<file path="config.mk">
export PLATFORM = sky130hd
export DESIGN_NAME = branch_predict_ctrl_flat
export DESIGN_NICKNAME = d
export VERILOG_FILES = /design/src/rtl/branch_predict_ctrl_if.sv /design/src/rtl/branch_predict_ctrl.sv /design/src/flat_wrapper.sv
export SDC_FILE = /design/constraint.sdc
export NUM_CORES = 1
export LEC_CHECK = 0
export ABC_AREA = 1
export CAP_MARGIN = 20
export CORE_MARGIN = 2
export CORE_UTILIZATION = 45
export CTS_CLUSTER_DIAMETER = 150
export DETAILED_ROUTE_END_ITERATION = 10
export DONT_BUFFER_PORTS = 1
export PLACE_DENSITY = 0.65
export SYNTH_ARGS = -nofsm -noshare
export SYNTH_HDL_FRONTEND = slang
export SYNTH_SLANG_ARGS = --single-unit
</file>
<file path="constraint.sdc">
create_clock -name clk -period 3.8 [get_ports clk]
set_input_delay 0.76 -clock clk [delete_from_list [all_inputs] [get_ports clk]]
set_output_delay 0.76 -clock clk [all_outputs]
set_load 0.05 [all_outputs]
</file>
<file path="src/rtl/branch_predict_ctrl_if.sv">
// Fetch/decode/resolve bundle for branch_predict_ctrl.
// master = fetch/execute side driving instructions and resolutions, slave = the predictor.
interface branch_predict_ctrl_if #(
  parameter int unsigned ADDR_W      = 11,
  parameter int unsigned INSTR_W     = 14,
  parameter int unsigned QUEUE_DEPTH = 4
);
  localparam int unsigned CNT_W = $clog2(QUEUE_DEPTH) + 1;

  logic               instr_valid;
  logic [INSTR_W-1:0] instr;
  logic [ADDR_W-1:0]  pc;
  logic               resolve_valid;
  logic               resolve_taken;

  logic [ADDR_W-1:0]  next_pc;
  logic               next_valid;
  logic               redirect;
  logic               predict_taken;
  logic               flush;
  logic               stall;
  logic               resolve_err;
  logic [CNT_W-1:0]   q_count;
  logic [15:0]        stat_branches;
  logic [15:0]        stat_mispredicts;

  modport master (
    output instr_valid, instr, pc, resolve_valid, resolve_taken,
    input  next_pc, next_valid, redirect, predict_taken, flush, stall,
           resolve_err, q_count, stat_branches, stat_mispredicts
  );

  modport slave (
    input  instr_valid, instr, pc, resolve_valid, resolve_taken,
    output next_pc, next_valid, redirect, predict_taken, flush, stall,
           resolve_err, q_count, stat_branches, stat_mispredicts
  );
endinterface

</file>
<file path="src/rtl/branch_predict_ctrl.sv">
// Jump/branch decode with 2-bit counter prediction and an in-order resolve queue.
// Optional BRANCH_STATS_EN adds saturating branch/mispredict counters.
module branch_predict_ctrl #(
  parameter int unsigned ADDR_W      = 11,
  parameter int unsigned COND_W      = 2,
  parameter int unsigned INSTR_W     = 14,
  parameter int unsigned IDX_W       = 4,
  parameter int unsigned QUEUE_DEPTH = 4
) (
  input  logic clk,
  input  logic rst,
  branch_predict_ctrl_if.slave bus
);
  localparam int unsigned PTR_W = $clog2(QUEUE_DEPTH);
  localparam int unsigned CNT_W = PTR_W + 1;
  localparam int unsigned TBL_N = 2 ** IDX_W;

  // Predictor table and queue storage
  logic [1:0]        ctr_q   [TBL_N];
  logic              qpred_q [QUEUE_DEPTH];
  logic [ADDR_W-1:0] qalt_q  [QUEUE_DEPTH];
  logic [IDX_W-1:0]  qidx_q  [QUEUE_DEPTH];

  logic [PTR_W-1:0]  rd_ptr_q, rd_ptr_d;
  logic [PTR_W-1:0]  wr_ptr_q, wr_ptr_d;
  logic [CNT_W-1:0]  count_q, count_d;

  logic [ADDR_W-1:0] next_pc_q, next_pc_d;
  logic              next_valid_q, next_valid_d;
  logic              redirect_q, redirect_d;
  logic              predict_taken_q, predict_taken_d;
  logic              flush_q, flush_d;
  logic              stall_q, stall_d;
  logic              resolve_err_q, resolve_err_d;

  logic              is_branch, is_cond, pred;
  logic [COND_W-1:0] cond;
  logic [ADDR_W-1:0] target, seq;
  logic [IDX_W-1:0]  rd_idx;
  logic              head_pred;
  logic [ADDR_W-1:0] head_alt;
  logic [IDX_W-1:0]  head_idx;
  logic [1:0]        head_ctr, ctr_upd;
  logic              pop, mispredict, accept, push;

  always_comb begin
    is_branch = bus.instr[INSTR_W-1];
    cond      = bus.instr[ADDR_W+COND_W-1:ADDR_W];
    target    = bus.instr[ADDR_W-1:0];
    seq       = bus.pc + ADDR_W'(1);
    rd_idx    = bus.pc[IDX_W-1:0];
    is_cond   = is_branch && (cond != '0);
    pred      = ctr_q[rd_idx][1];
  end

  // Resolve side: oldest entry and its counter update
  always_comb begin
    head_pred  = qpred_q[rd_ptr_q];
    head_alt   = qalt_q[rd_ptr_q];
    head_idx   = qidx_q[rd_ptr_q];
    head_ctr   = ctr_q[head_idx];
    pop        = bus.resolve_valid && (count_q != '0);
    mispredict = pop && (bus.resolve_taken != head_pred);
    if (bus.resolve_taken) ctr_upd = (head_ctr == 2'd3) ? 2'd3 : head_ctr + 2'd1;
    else                   ctr_upd = (head_ctr == 2'd0) ? 2'd0 : head_ctr - 2'd1;
  end

  // A correctly predicted pop frees a slot this cycle, so a full queue may still accept
  always_comb begin
    accept = bus.instr_valid && (!stall_q || (pop && !mispredict));
    push   = accept && is_cond && !mispredict;
  end

  always_comb begin
    rd_ptr_d        = rd_ptr_q;
    wr_ptr_d        = wr_ptr_q;
    count_d         = count_q;
    next_pc_d       = next_pc_q;
    next_valid_d    = 1'b0;
    redirect_d      = 1'b0;
    predict_taken_d = predict_taken_q;
    flush_d         = mispredict;
    resolve_err_d   = bus.resolve_valid && (count_q == '0);

    if (mispredict) begin
      rd_ptr_d     = '0;
      wr_ptr_d     = '0;
      count_d      = '0;
      next_valid_d = 1'b1;
      redirect_d   = 1'b1;
      next_pc_d    = head_alt;
    end else begin
      rd_ptr_d = rd_ptr_q + PTR_W'(pop);
      wr_ptr_d = wr_ptr_q + PTR_W'(push);
      count_d  = count_q + CNT_W'(push) - CNT_W'(pop);
      if (accept) begin
        next_valid_d = 1'b1;
        if (!is_branch) begin
          next_pc_d  = seq;
          redirect_d = 1'b0;
        end else if (!is_cond) begin
          next_pc_d  = target;
          redirect_d = 1'b1;
        end else begin
          next_pc_d       = pred ? target : seq;
          redirect_d      = pred;
          predict_taken_d = pred;
        end
      end
    end
    stall_d = (count_d == CNT_W'(QUEUE_DEPTH));
  end

  always_ff @(posedge clk or posedge rst) begin
    if (rst) begin
      for (int unsigned i = 0; i < TBL_N; i++) ctr_q[i] <= 2'b01;
      for (int unsigned i = 0; i < QUEUE_DEPTH; i++) begin
        qpred_q[i] <= 1'b0;
        qalt_q[i]  <= '0;
        qidx_q[i]  <= '0;
      end
      rd_ptr_q        <= '0;
      wr_ptr_q        <= '0;
      count_q         <= '0;
      next_pc_q       <= '0;
      next_valid_q    <= 1'b0;
      redirect_q      <= 1'b0;
      predict_taken_q <= 1'b0;
      flush_q         <= 1'b0;
      stall_q         <= 1'b0;
      resolve_err_q   <= 1'b0;
    end else begin
      if (pop) ctr_q[head_idx] <= ctr_upd;
      if (push) begin
        qpred_q[wr_ptr_q] <= pred;
        qalt_q[wr_ptr_q]  <= pred ? seq : target;
        qidx_q[wr_ptr_q]  <= rd_idx;
      end
      rd_ptr_q        <= rd_ptr_d;
      wr_ptr_q        <= wr_ptr_d;
      count_q         <= count_d;
      next_pc_q       <= next_pc_d;
      next_valid_q    <= next_valid_d;
      redirect_q      <= redirect_d;
      predict_taken_q <= predict_taken_d;
      flush_q         <= flush_d;
      stall_q         <= stall_d;
      resolve_err_q   <= resolve_err_d;
    end
  end

  assign bus.next_pc       = next_pc_q;
  assign bus.next_valid    = next_valid_q;
  assign bus.redirect      = redirect_q;
  assign bus.predict_taken = predict_taken_q;
  assign bus.flush         = flush_q;
  assign bus.stall         = stall_q;
  assign bus.resolve_err   = resolve_err_q;
  assign bus.q_count       = count_q;

`ifdef BRANCH_STATS_EN
  logic [15:0] stat_br_q, stat_mp_q;

  // Saturating event counters
  always_ff @(posedge clk or posedge rst) begin
    if (rst) begin
      stat_br_q <= '0;
      stat_mp_q <= '0;
    end else begin
      if (accept && is_cond && (stat_br_q != 16'hFFFF)) stat_br_q <= stat_br_q + 16'd1;
      if (mispredict && (stat_mp_q != 16'hFFFF))        stat_mp_q <= stat_mp_q + 16'd1;
    end
  end

  assign bus.stat_branches    = stat_br_q;
  assign bus.stat_mispredicts = stat_mp_q;
`else
  assign bus.stat_branches    = '0;
  assign bus.stat_mispredicts = '0;
`endif

endmodule

</file>
<file path="src/flat_wrapper.sv">
// flat-port wrapper written by rule: the top's interface ports become plain ports
module branch_predict_ctrl_flat 
#(
  parameter int unsigned ADDR_W      = 11,
  parameter int unsigned COND_W      = 2,
  parameter int unsigned INSTR_W     = 14,
  parameter int unsigned IDX_W       = 4,
  parameter int unsigned QUEUE_DEPTH = 4
)
  (clk, rst, bus_instr_valid, bus_instr, bus_pc, bus_resolve_valid, bus_resolve_taken, bus_next_pc, bus_next_valid, bus_redirect, bus_predict_taken, bus_flush, bus_stall, bus_resolve_err, bus_q_count, bus_stat_branches, bus_stat_mispredicts);
  branch_predict_ctrl_if #(.ADDR_W(ADDR_W), .INSTR_W(INSTR_W), .QUEUE_DEPTH(QUEUE_DEPTH)) bus_i ();
  input  logic clk;
  input  logic rst;
  input wire logic [$bits(bus_i.instr_valid)-1:0] bus_instr_valid;
  input wire logic [$bits(bus_i.instr)-1:0] bus_instr;
  input wire logic [$bits(bus_i.pc)-1:0] bus_pc;
  input wire logic [$bits(bus_i.resolve_valid)-1:0] bus_resolve_valid;
  input wire logic [$bits(bus_i.resolve_taken)-1:0] bus_resolve_taken;
  output wire logic [$bits(bus_i.next_pc)-1:0] bus_next_pc;
  output wire logic [$bits(bus_i.next_valid)-1:0] bus_next_valid;
  output wire logic [$bits(bus_i.redirect)-1:0] bus_redirect;
  output wire logic [$bits(bus_i.predict_taken)-1:0] bus_predict_taken;
  output wire logic [$bits(bus_i.flush)-1:0] bus_flush;
  output wire logic [$bits(bus_i.stall)-1:0] bus_stall;
  output wire logic [$bits(bus_i.resolve_err)-1:0] bus_resolve_err;
  output wire logic [$bits(bus_i.q_count)-1:0] bus_q_count;
  output wire logic [$bits(bus_i.stat_branches)-1:0] bus_stat_branches;
  output wire logic [$bits(bus_i.stat_mispredicts)-1:0] bus_stat_mispredicts;
  assign bus_i.instr_valid = bus_instr_valid;
  assign bus_i.instr = bus_instr;
  assign bus_i.pc = bus_pc;
  assign bus_i.resolve_valid = bus_resolve_valid;
  assign bus_i.resolve_taken = bus_resolve_taken;
  assign bus_next_pc = bus_i.next_pc;
  assign bus_next_valid = bus_i.next_valid;
  assign bus_redirect = bus_i.redirect;
  assign bus_predict_taken = bus_i.predict_taken;
  assign bus_flush = bus_i.flush;
  assign bus_stall = bus_i.stall;
  assign bus_resolve_err = bus_i.resolve_err;
  assign bus_q_count = bus_i.q_count;
  assign bus_stat_branches = bus_i.stat_branches;
  assign bus_stat_mispredicts = bus_i.stat_mispredicts;
  branch_predict_ctrl #(.ADDR_W(ADDR_W), .COND_W(COND_W), .INSTR_W(INSTR_W), .IDX_W(IDX_W), .QUEUE_DEPTH(QUEUE_DEPTH)) u_core (.clk(clk), .rst(rst), .bus(bus_i));
endmodule
</file>
==> metrics.yaml, run 1 <==
status:
  status: "finished clean"
flow_run:
  cap_viol_max_count: 0
global_routing:
  grt_pass1_wl_mm: 28.2
  grt-ovfl-total: 0
  track_usage: 0.226
  grt_pass1_vias: 5338
  antenna_found_initial: 0
  grt_max_degree: 92
floorplanning:
  dieArea_um2: 16100
  fp.dieW_um: 127
  die_y_um: 127
  core_um2: 14600
  num_io_pins: 82
  rows: 44
  start_util: 0.465
critical_path:
  cp_common_cell: "nand2_1"
  crit_chain: "nor2_1 -> nand2_1 -> nand2_1 -> inv_1 -> nand2_1 -> inv_2 -> nor2_4 -> nand2_4 -> buf_4 -> nor2_4 -> o21ai_0"
  path_class: "register to register"
  path_max_fanout: 57
  critPathBufInv: 3
  worstPathRequired_ps: 4080
  cp.arrival_ps: 3440
  critPathMaxStageDelay_ps: 600
  end_kind: "register"
  cp_slowest_cell: "dfrtp_1"
  critPathLaunchType: "register"
  path_delay_family: "simple AND/OR/NAND/NOR gates"
pwr:
  peakVddDrop_uv: 504
  p_leak_uw: 0.00368
  powerDensity_nw_per_um2: 958
detailed_routing:
  drc_errors: 0
  drt-met1-wl_mm: 8.02
  viasPerCell: 5.24
  drtIter0Drc: 666
  num_vias: 5759
  wl_per_cell_um: 16.0
  wl_met3_mm: 1.28
  ant_nets: 0
  top_layer_used: "met4"
  wl_mm: 17.6
  dr_wl_met2_mm: 7.98
  first_pass_iters: 5
sta:
  fin_crit_sh: 0.831
  max_freq_ghz: 0.317
  worst_pin_slew_ps: 793
  final_max_slew_viol_count: 0
  hold_viol_final: 0
  holdWs_ps: 289
  setup_tns_ps: 0
  layout_min_cycle_time_ps: 3160
  setup_viol: 0
  slew_headroom: 0.470
  clock_skew_ps: 8.12
  rsz0062_at_grt: "no"
placed_design:
  gp_congestion: 0.844
  port_buffers: 0
  hpwlAfterDp_mm: 11.4
  placed_area_um2: 6730
final_layout:
  final_nets: 937
  stdcell_area_um2: 7310
  antennaDiodeCount: 0
  drive_gt1_frac: 0.0842
  syn_to_final_growth_pct: 7.42
logic_synthesis:
  yosysSeqAreaShare: 0.444
  synth_area_um2: 6810
  netlist_instances: 916
  ys_types: 32
  synth_top_area_share: 0.382
  synth_top_area_cell: "dfrtp_1"
  syn_area_per_cell_um2: 7.43
  ys_warn_count: 0
  synth-seq-cells: 120
  netlist_top_cells_area: "dfrtp_1, nand2_1, dfstp_2, o21ai_0, nand3_1"
clocking:
  ctsResizeCount: 0
  clk_path_buf_depth: 2
  hold_buffers: 0
  clock_latency_ps: 430
  numCtsBuffers: 17
  tritoncts: "yes"
  h-tree-depth: 4
  cts_root_buf: "clkbuf_16"
  clk_pin_slew_ps: 60
  cts_sinks: 120
  post_cts_buffers: 0
worst_hold_path:
  hold_path_class: "input port to async pin"
-- area by class of cell --
class                      instances  area, um2
clock buffer                      25        515
tap                              184        230
sequential                       120       3020
multi-input combinational        672       3090
fill                            1426       7330
clock inverter                     7       65.1
inverter                          80        307
timing repair buffer              10       87.6
-- power by group --
group | total [uW] | leakage, uW | switching, uW | internal [uW]
sequential | 2540 | 0.00150 | 672 | 1870
clock | 1570 | 0.000285 | 574 | 997
combinational | 2890 | 0.00190 | 2060 | 834
total | 7010 | 0.00368 | 3310 | 3700
-- placed cells by master, fill, tap and decap left out, drive strengths merged, types with 4 or more instances in the layout --
cell type	synthesis	layout
nand2	366	366
dfrtp	104	104
o21ai	102	102
inv	80	79
nand3	61	61
nor2	38	38
conb	1	32
clkbuf	15	25
a21oi	21	21
o211ai	18	18
dfstp	16	16
xor2	10	10
buf	60	10
nand3b	7	7
nor3	5	5
ha	5	5
xnor2	4	4
clkinv	0	4
-- logic make-up after synthesis --
family                     count (synthesis)  synth area share
buffers and inverters                    155             0.120
adders and majority gates                  6            0.0121
and+or+nand+nor                          478             0.292
DFF                                      120             0.444
other                                      1          0.000551
xor gates and xnor gates                  14            0.0180
AOI/OAI and AO/OA                        142             0.114
-- synthesized netlist by cell type --
| library cell | count |
|---|---|
| dfrtp_1 | 104 |
| nand3_1 | 59 |
| o22ai_1 | 1 |
| o21ai_0 | 62 |
| o21ai_1 | 37 |
| buf_4 | 35 |
| buf_2 | 14 |
| xor2_1 | 10 |
| ha_1 | 5 |
| nor2_1 | 33 |
| inv_2 | 3 |
| o211ai_1 | 18 |
| nand2_1 | 360 |
| a21oi_1 | 21 |
| buf_6 | 11 |
| nand3_4 | 1 |
| o21ai_4 | 1 |
| nand3_2 | 1 |
| fa_1 | 1 |
| inv_1 | 76 |
| nand3b_1 | 7 |
| xnor2_1 | 4 |
| o21ai_2 | 2 |
| clkbuf_1 | 15 |
| nor2_4 | 5 |
| nand2_2 | 4 |
| inv_4 | 1 |
| nand4_1 | 1 |
| nor3_1 | 5 |
| nand2_4 | 2 |
| dfstp_2 | 16 |
| conb_1 | 1 |
-- state kept, by name, indices dropped and copies added (netlist names) --
register                  cells
u_core.qalt_q                44
u_core.ctr_q                 32
u_core.qidx_q                16
u_core.bus.next_pc           11
u_core.qpred_q                4
u_core.bus.q_count            3
u_core.rd_ptr_q               2
u_core.wr_ptr_q               2
u_core.bus.flush              1
u_core.bus.next_valid         1
u_core.bus.predict_taken      1
u_core.bus.redirect           1
u_core.bus.resolve_err        1
u_core.bus.stall              1
-- final timing paths --
check	start	slack, ps	depth (start not counted)	to
worst min register to register	u_core.ctr_q[4]	470	2	u_core.ctr_q[4]
min in group clk	bus_resolve_valid	450	2	u_core.bus.resolve_err
worst max-delay path	u_core.bus.q_count[1]	640	11	u_core.qalt_q[36]
worst min-delay path	rst	290	1	u_core.ctr_q[11]
max in group asynchronous	rst	2620	2	u_core.qidx_q[12]
worst max register to register	u_core.bus.q_count[1]	640	11	u_core.qalt_q[36]
-- metrics by stage --
stage / setup WS [ps] / util / instances / total power [uW]
3_3_place_gp: 739 / 0.460 / 1066 / 5370
3_5_place_dp: 687 / 0.460 / 1066 / 5420
6_report: 643 / 0.499 / 1098 / 7010
5_1_grt: 346 / 0.499 / 1098 / 7510
2_1_floorplan: 1070 / - / 947 / 4770
4_1_cts: 683 / 0.499 / 1098 / 7000
-- routing by layer --
| metal | global-route usage | up-vias |
|---|---|---|
| met3 | 0.0532 | 29 |
| met1 | 0.317 | 2692 |
| met5 | 0 | - |
| li1 | - | 2811 |
| met2 | 0.344 | 227 |
| met4 | 0.0808 | 0 |
Power figures use the tool's default switching activity.
==> run 2, diff against run 1 <==
==> constraint.sdc (replaced) <==
create_clock -name clk -period 2.7 [get_ports clk]
set_input_delay 0.54 -clock clk [delete_from_list [all_inputs] [get_ports clk]]
set_output_delay 0.54 -clock clk [all_outputs]
set_load 0.05 [all_outputs]
==> run 2 against run 1 <==
Highest routed layer unchanged. Register-to-register slack got worse by 430 ps. Critical path type unchanged. Largest cell class unchanged. Cell count increased by 2.0%. Maximum frequency increased by 27%. Utilization increased by 1.3 points.
==> metrics.yaml, run 2 (synthesized netlist as in run 1, its figures left out) <==
floorplanning:
  start_util: 0.465  # unchanged
  die_y_um: 127  # unchanged
  num_io_pins: 82  # unchanged
  core_um2: 14600  # unchanged
  dieArea_um2: 16100  # unchanged
  rows: 44  # unchanged
  fp.dieW_um: 127  # unchanged
placed_design:
  hpwlAfterDp_mm: 11.6  # +1.9%
  dp.cells: 1086  # +1.9%
  gp_congestion: 0.911  # +7.8%
  port_buffers: 0  # unchanged
sta:
  final_max_slew_viol_count: 0  # unchanged
  slew_headroom: 0.571  # +0.101
  clock_skew_ps: 9.10  # +0.985 ps
  fin_crit_sh: 0.922  # +0.0909
  layout_min_cycle_time_ps: 2490  # -668 ps
  worst_pin_slew_ps: 642  # -151 ps
  hold_viol_final: 0  # unchanged
  rsz0062_at_grt: "no"
  max_freq_ghz: 0.402  # +27%
  setup_viol: 0  # unchanged
final_layout:
  n_fill_cell: 1415  # -0.77%
  largest_reg_flops: 44  # unchanged
  final_common_cell: "nand2_1"
  antennaDiodeCount: 0  # unchanged
  utilization: 0.513  # +0.0135
  drive_gt1_frac: 0.107  # +0.0226
  final_nets: 959  # +2.3%
  syn_to_final_growth_pct: 10.3
  layout_common_cells: "nand2_1, dfrtp_1, inv_1, o21ai_0, nand3_1"
  largestRegisters: "u_core.qalt_q x44, u_core.ctr_q x32, u_core.qidx_q x16"
  regMostFlops: "u_core.qalt_q"
  final_cells: 1120  # +2.0%
  multi_input_area_um2: 3090  # unchanged
  regArea_um2: 3030  # about the same
detailed_routing:
  wl_per_cell_um: 15.7  # -2.3%
  drtIter0Drc: 604  # -9.3%
  first_pass_iters: 5  # unchanged
  wl_mm: 17.5  # -0.38%
  ant_nets: 0  # unchanged
  num_vias: 5842  # +1.4%
  viasPerCell: 5.22  # -0.55%
  drc_errors: 0  # unchanged
global_routing:
  grt_pass1_wl_mm: 28.6  # +1.3%
  grt-ovfl-total: 0  # unchanged
  grt_max_degree: 67  # -27%
  antenna_found_initial: 0  # unchanged
  track_usage: 0.225  # -0.000936
  grt_pass1_vias: 5485  # +2.8%
clocking:
  h-tree-depth: 4  # unchanged
  numCtsBuffers: 17  # unchanged
  clk_path_buf_depth: 2  # unchanged
  cts_sinks: 120  # unchanged
  clock_latency_ps: 420  # about the same
  tritoncts: "yes"
  clk_pin_slew_ps: 60  # about the same
  cts_root_buf: "clkbuf_16"
critical_path:
  path_depth: 16  # +5
  rr_worst_depth: 16  # +5
  crit_chain: "inv_8 -> nand2_1 -> nand3_1 -> nand2_1 -> xor2_1 -> o21ai_2 -> nand2_2 -> nor2_4 -> nand2_4 -> inv_1 -> ha_1 -> inv_1 -> fa_1 -> xnor2_1 -> nand2_1 -> nor3_1"
  path_max_fanout: 20  # -65%
  worstPathRequired_ps: 3030  # -1050 ps
  critPathBufInv: 3  # unchanged
  critPathLaunchType: "register"
  rr_startpoint: "u_core.rd_ptr_q[0]"
  worstSetupStartpoint: "u_core.rd_ptr_q[0]"
  cp_slowest_cell: "dfrtp_2"
  end_kind: "register"
  path_class: "register to register"
  cp_common_cell: "nand2_1"
  cp.arrival_ps: 2820  # -620 ps
  r2r_slack_ps: 210  # -430 ps
  path_delay_family: "simple AND/OR/NAND/NOR gates"
  reg2reg_to: "u_core.bus.stall"
  critPathMaxStageDelay_ps: 480  # -120 ps
pwr:
  powerDensity_nw_per_um2: 1340  # +40%
  p_leak_uw: 0.00380  # +3.1%
  peakVddDrop_uv: 484  # -4.0%
  power_uw: 10100  # +44%
worst_hold_path:
  hold_path_class: "input port to async pin"
flow_run:
  cap_viol_max_count: 0  # unchanged
status:
  status: "finished clean"
## run 2: layout make-up
class | instances | area share
multi-input combinational | 672 | 0.411
clock inverter | 7 | 0.0120
clock buffer | 25 | 0.0673
timing repair buffer | 32 | 0.0350
tap | 184 | 0.0306
inverter | 80 | 0.0415
sequential | 120 | 0.403
## run 2: worst max-delay path by stage
stage / end / slack, ps
final: u_core.bus.stall / 210
after global routing: u_core.bus.stall / 10
after CTS: u_core.bus.stall / 70
after detailed placement: u_core.bus.stall / 100
after global placement: u_core.bus.stall / 180
after floorplan: u_core.bus.stall / -0.9
## run 2: per-stage QoR
| stage | worst slack (ps) | TNS (ps) | hold WS [ps] | instance area [um2] |
|---|---|---|---|---|
| floorplan | -0.919 | -0.919 | 441 | 6930 |
| global placement | 176 | 0 | 457 | 6900 |
| detailed placement | 96.4 | 0 | 458 | 6900 |
| CTS | 73.6 | 0 | 71.0 | 7490 |
| global route | 10.0 | 0 | 110 | 7510 |
| finish | 211 | 0 | 65.9 | 7510 |
## run 2: per-layer routing
metal | vias to the layer above | track usage | share of wire
li1 | 2846 | - | -
met5 | - | 0 | 0
met2 | 210 | 0.345 | 0.46
met1 | 2760 | 0.318 | 0.47
met4 | 0 | 0.0905 | 0.017
met3 | 26 | 0.0402 | 0.060
## run 2: worst reg2reg max path, stage by stage, from the launching register on
cell and delay, ps:
dfrtp_2 480, inv_8 140, nand2_1 70, nand3_1 60
nand2_1 60, xor2_1 160, o21ai_2 130, nand2_2 80
nor2_4 110, nand2_4 80, inv_1 90, ha_1 140
inv_1 50, fa_1 370, xnor2_1 170, nand2_1 90
nor3_1 130
## run 2: report_power, final
| group | internal, uW | leakage [uW] | switching [uW] |
|---|---|---|---|
| clock | 1470 | 0.000289 | 796 |
| sequential | 2640 | 0.00149 | 876 |
| combinational | 1320 | 0.00202 | 2950 |
| total | 5440 | 0.00380 | 4620 |
## run 2: repair_timing
item / in CTS / in global routing
buffers inserted: 0 / 2
gates resized for setup: 0 / 3
hold endpoints to repair: 0 / 0
hold buffers: 0 / 0
endpoints found under the setup margin: 0 / 44
==> RTL edit: new RTL, settings of run 2 <==
`ADDR_W` is set to 11 in 3 places; all go to 12.
--- a/src/rtl/branch_predict_ctrl_if.sv
+++ b/src/rtl/branch_predict_ctrl_if.sv
@@ -2,5 +2,5 @@
 // master = fetch/execute side driving instructions and resolutions, slave = the predictor.
 interface branch_predict_ctrl_if #(
-  parameter int unsigned ADDR_W      = 11,
+  parameter int unsigned ADDR_W      = 12,
   parameter int unsigned INSTR_W     = 14,
   parameter int unsigned QUEUE_DEPTH = 4
--- a/src/rtl/branch_predict_ctrl.sv
+++ b/src/rtl/branch_predict_ctrl.sv
@@ -2,5 +2,5 @@
 // Optional BRANCH_STATS_EN adds saturating branch/mispredict counters.
 module branch_predict_ctrl #(
-  parameter int unsigned ADDR_W      = 11,
+  parameter int unsigned ADDR_W      = 12,
   parameter int unsigned COND_W      = 2,
   parameter int unsigned INSTR_W     = 14,
--- a/src/flat_wrapper.sv
+++ b/src/flat_wrapper.sv
@@ -2,5 +2,5 @@
 module branch_predict_ctrl_flat 
 #(
-  parameter int unsigned ADDR_W      = 11,
+  parameter int unsigned ADDR_W      = 12,
   parameter int unsigned COND_W      = 2,
   parameter int unsigned INSTR_W     = 14,
Interface: changed (resized bus_next_pc and bus_pc); port bits go from 82 to 84. The function was not compared with the original's and may differ.
==> RTL edit against run 2 <==
Area after synthesis up 2.5%. Largest cell class unchanged. Worst hold slack gained 0.12 ns. Die area rose by 2.5%. First-iteration DRC count fell by 31%. Combinational power is 8.9% higher. Wire length up 7.5%. Design area is 2.6% higher. Core utilization shrank 0.60 points. Worst setup slack improved by 0.015 ns. Sequential cell count increased by 5. Non-clock buffer count is the same. Power increased by 4.9%. Clock power decreased by 2%.
==> RTL edit: results (changes against run 2) <==
* Max Fanout on Critical Path at 32 (+60%)
* Biggest regs: u_core.qalt_q: 48 flops, u_core.ctr_q: 32 flops, u_core.qidx_q: 16 flops
* Starting DRC count in detailed routing at 416 (-31%)
* Initial antenna violation count at 0 (unchanged)
* Max VDD drop at 0.0007858 V (+62%)
* M3 GR Usage at 6.195% (+2.2 points)
* CP max stage delay at 0.42 ns (-0.06 ns)
* Netlist cell types at 32 (unchanged)
* Largest reg by FF count: u_core.qalt_q
* Largest net degree at the start of global routing at 126 (+88%)
* CTS resizes at 0 (unchanged)
* Share of cells above drive strength 1 at 10.67% (about the same)
* Worst skew pair latency at 0.43 ns
* Vias per std cell at 5.241 (+0.48%)
* Dpl cell area at 7127 sq um (+3.3%)
* Final GP Congestion at 0.8638 (-5.1%)
* CTS H-tree lvls at 4 (unchanged)
* WL final at 18840 um (+7.5%)
* Worst Skew at 0.005583 ns (-0.003518 ns)
* Crit Reg-Reg Startpoint: u_core.rd_ptr_q[0]
* Async set or reset register ratio after synthesis at 100.0% (unchanged)
* Arrival time of the worst setup path at 2.84 ns (+0.02 ns)
* Min-Delay Path Class: in2async
* Outcome: completed
* Worst-case clock buffer depth at 2 (unchanged)
* Met1 Use GR at 31.23% (-0.60 points)
* Vias in the first global route at 5640 (+2.8%)
* Filler cell count at 1486 (+5.0%)
* GRT Total Usage at 23.94% (+1.4 points)
* Slew @ Worst Pin at 0.6843 ns (+0.04216 ns)
* Final net count at 990 (+3.2%)
* Flop2flop setup slack at 0.23 ns
* CP Capture Point: u_core.qalt_q[4]
* Met2 usage at 38.80% (+4.3 points)
* Critical path class: reg2reg
* Synth top cells by count: nand2_1 (360), dfrtp_1 (109), inv_1 (81)
* Final antenna-violating net count at 0 (unchanged)
* CTS Buf Count at 17 (unchanged)
* Synth Flop Type: dfrtp_1
* Synth top area cells: dfrtp_1 (39%), nand2_1 (19%), dfstp_2 (6.0%)
* Antenna Cells at 0 (unchanged)
* First-pass GRT wire length at 30150 um (+5.6%)
* Share of the yosys chip area belonging to registers at 45.09% (+0.69 points)
* Worst-path clk slew at 0.05 ns
* Worst path top cell family by delay: simple AND/OR/NAND/NOR gates
* Root Driver: clkbuf_16
* R2r worst-path depth at 14 (-2)
* Yosys warns at 0 (unchanged)
* Most used routing layer: met2
* Slowest-stage cell, CP: dfrtp_1
* Post-CTS repair timing setup buffer count at 0 (unchanged)
* Post-DP HPWL at 12400 um (+7.0%)
* Router iterations before antenna repair at 5 (unchanged)
* Port Buffer Count at 0 (unchanged)
* Leakage power at 3.927 nW (+3.4%)
==> RTL edit: cell types whose count changed after synthesis, sizes merged <==
cell / change
o21ai: +12
buf: -3
nor2: -4
clkbuf: +4
nand2: +2
a21oi: +9
xnor2: +1
o211ai: -7
and2: +1
dfrtp: +5
nand3: +1
inv: +8
nand4: +5
nand3b: -3
==> RTL edit: where the power goes <==
| part | internal (mW) | leakage [nW] | switching [mW] |
|---|---|---|---|
| clock | 1.41 | 0.286 | 0.819 |
| combinational | 1.42 | 2.09 | 3.23 |
| sequential | 2.79 | 1.55 | 0.879 |
==> RTL edit: per-layer routing <==
metal,wire (um),vias up
met2,9048,210
met3,1267,37
met5,0,-
li1,-,2957
met4,347,0
met1,8174,2839
==> RTL edit: metrics by stage <==
step                setup slack, ns  utilization (%)  instances  hold slack (ns)
floorplan                  0.004976                -        978           0.4441
global placement             0.2149            46.88       1122           0.4564
detailed placement           0.1607            46.88       1122           0.4584
CTS                          0.1440            50.62       1153           0.2113
global route              -0.009633            50.70       1153           0.2140
finish                       0.2260            50.70       1153           0.1866
==> RTL edit: final cells by class <==
class                      instances  area share [%]
clock inverter                     8           1.169
multi-input combinational        689           41.09
inverter                          88           4.334
sequential                       125           40.88
timing repair buffer              32           3.279
clock buffer                      23           6.201
tap                              188           3.052
==> RTL edit: cells by family after synthesis <==
| kind of cell | count (synthesis) | share of synthesized area (%) |
|---|---|---|
| flops | 125 | 45.09 |
| other cells | 1 | 0.05371 |
| compound gates | 156 | 11.76 |
| xor+xnor | 15 | 1.882 |
| buf+inv | 164 | 11.40 |
| fa+ha+maj | 6 | 1.183 |
| simple gates | 480 | 28.64 |
==> RTL edit: worst min path at each step <==
stage	from	to	cells after the start
CTS	bus_resolve_valid	u_core.bus.resolve_err	2
detailed placement	u_core.ctr_q[28]	u_core.ctr_q[28]	2
global route	bus_resolve_valid	u_core.bus.resolve_err	2
global placement	u_core.qalt_q[34]	u_core.qalt_q[34]	2
floorplan	u_core.qalt_q[27]	u_core.qalt_q[27]	2
finish	rst	u_core.bus.stall	2
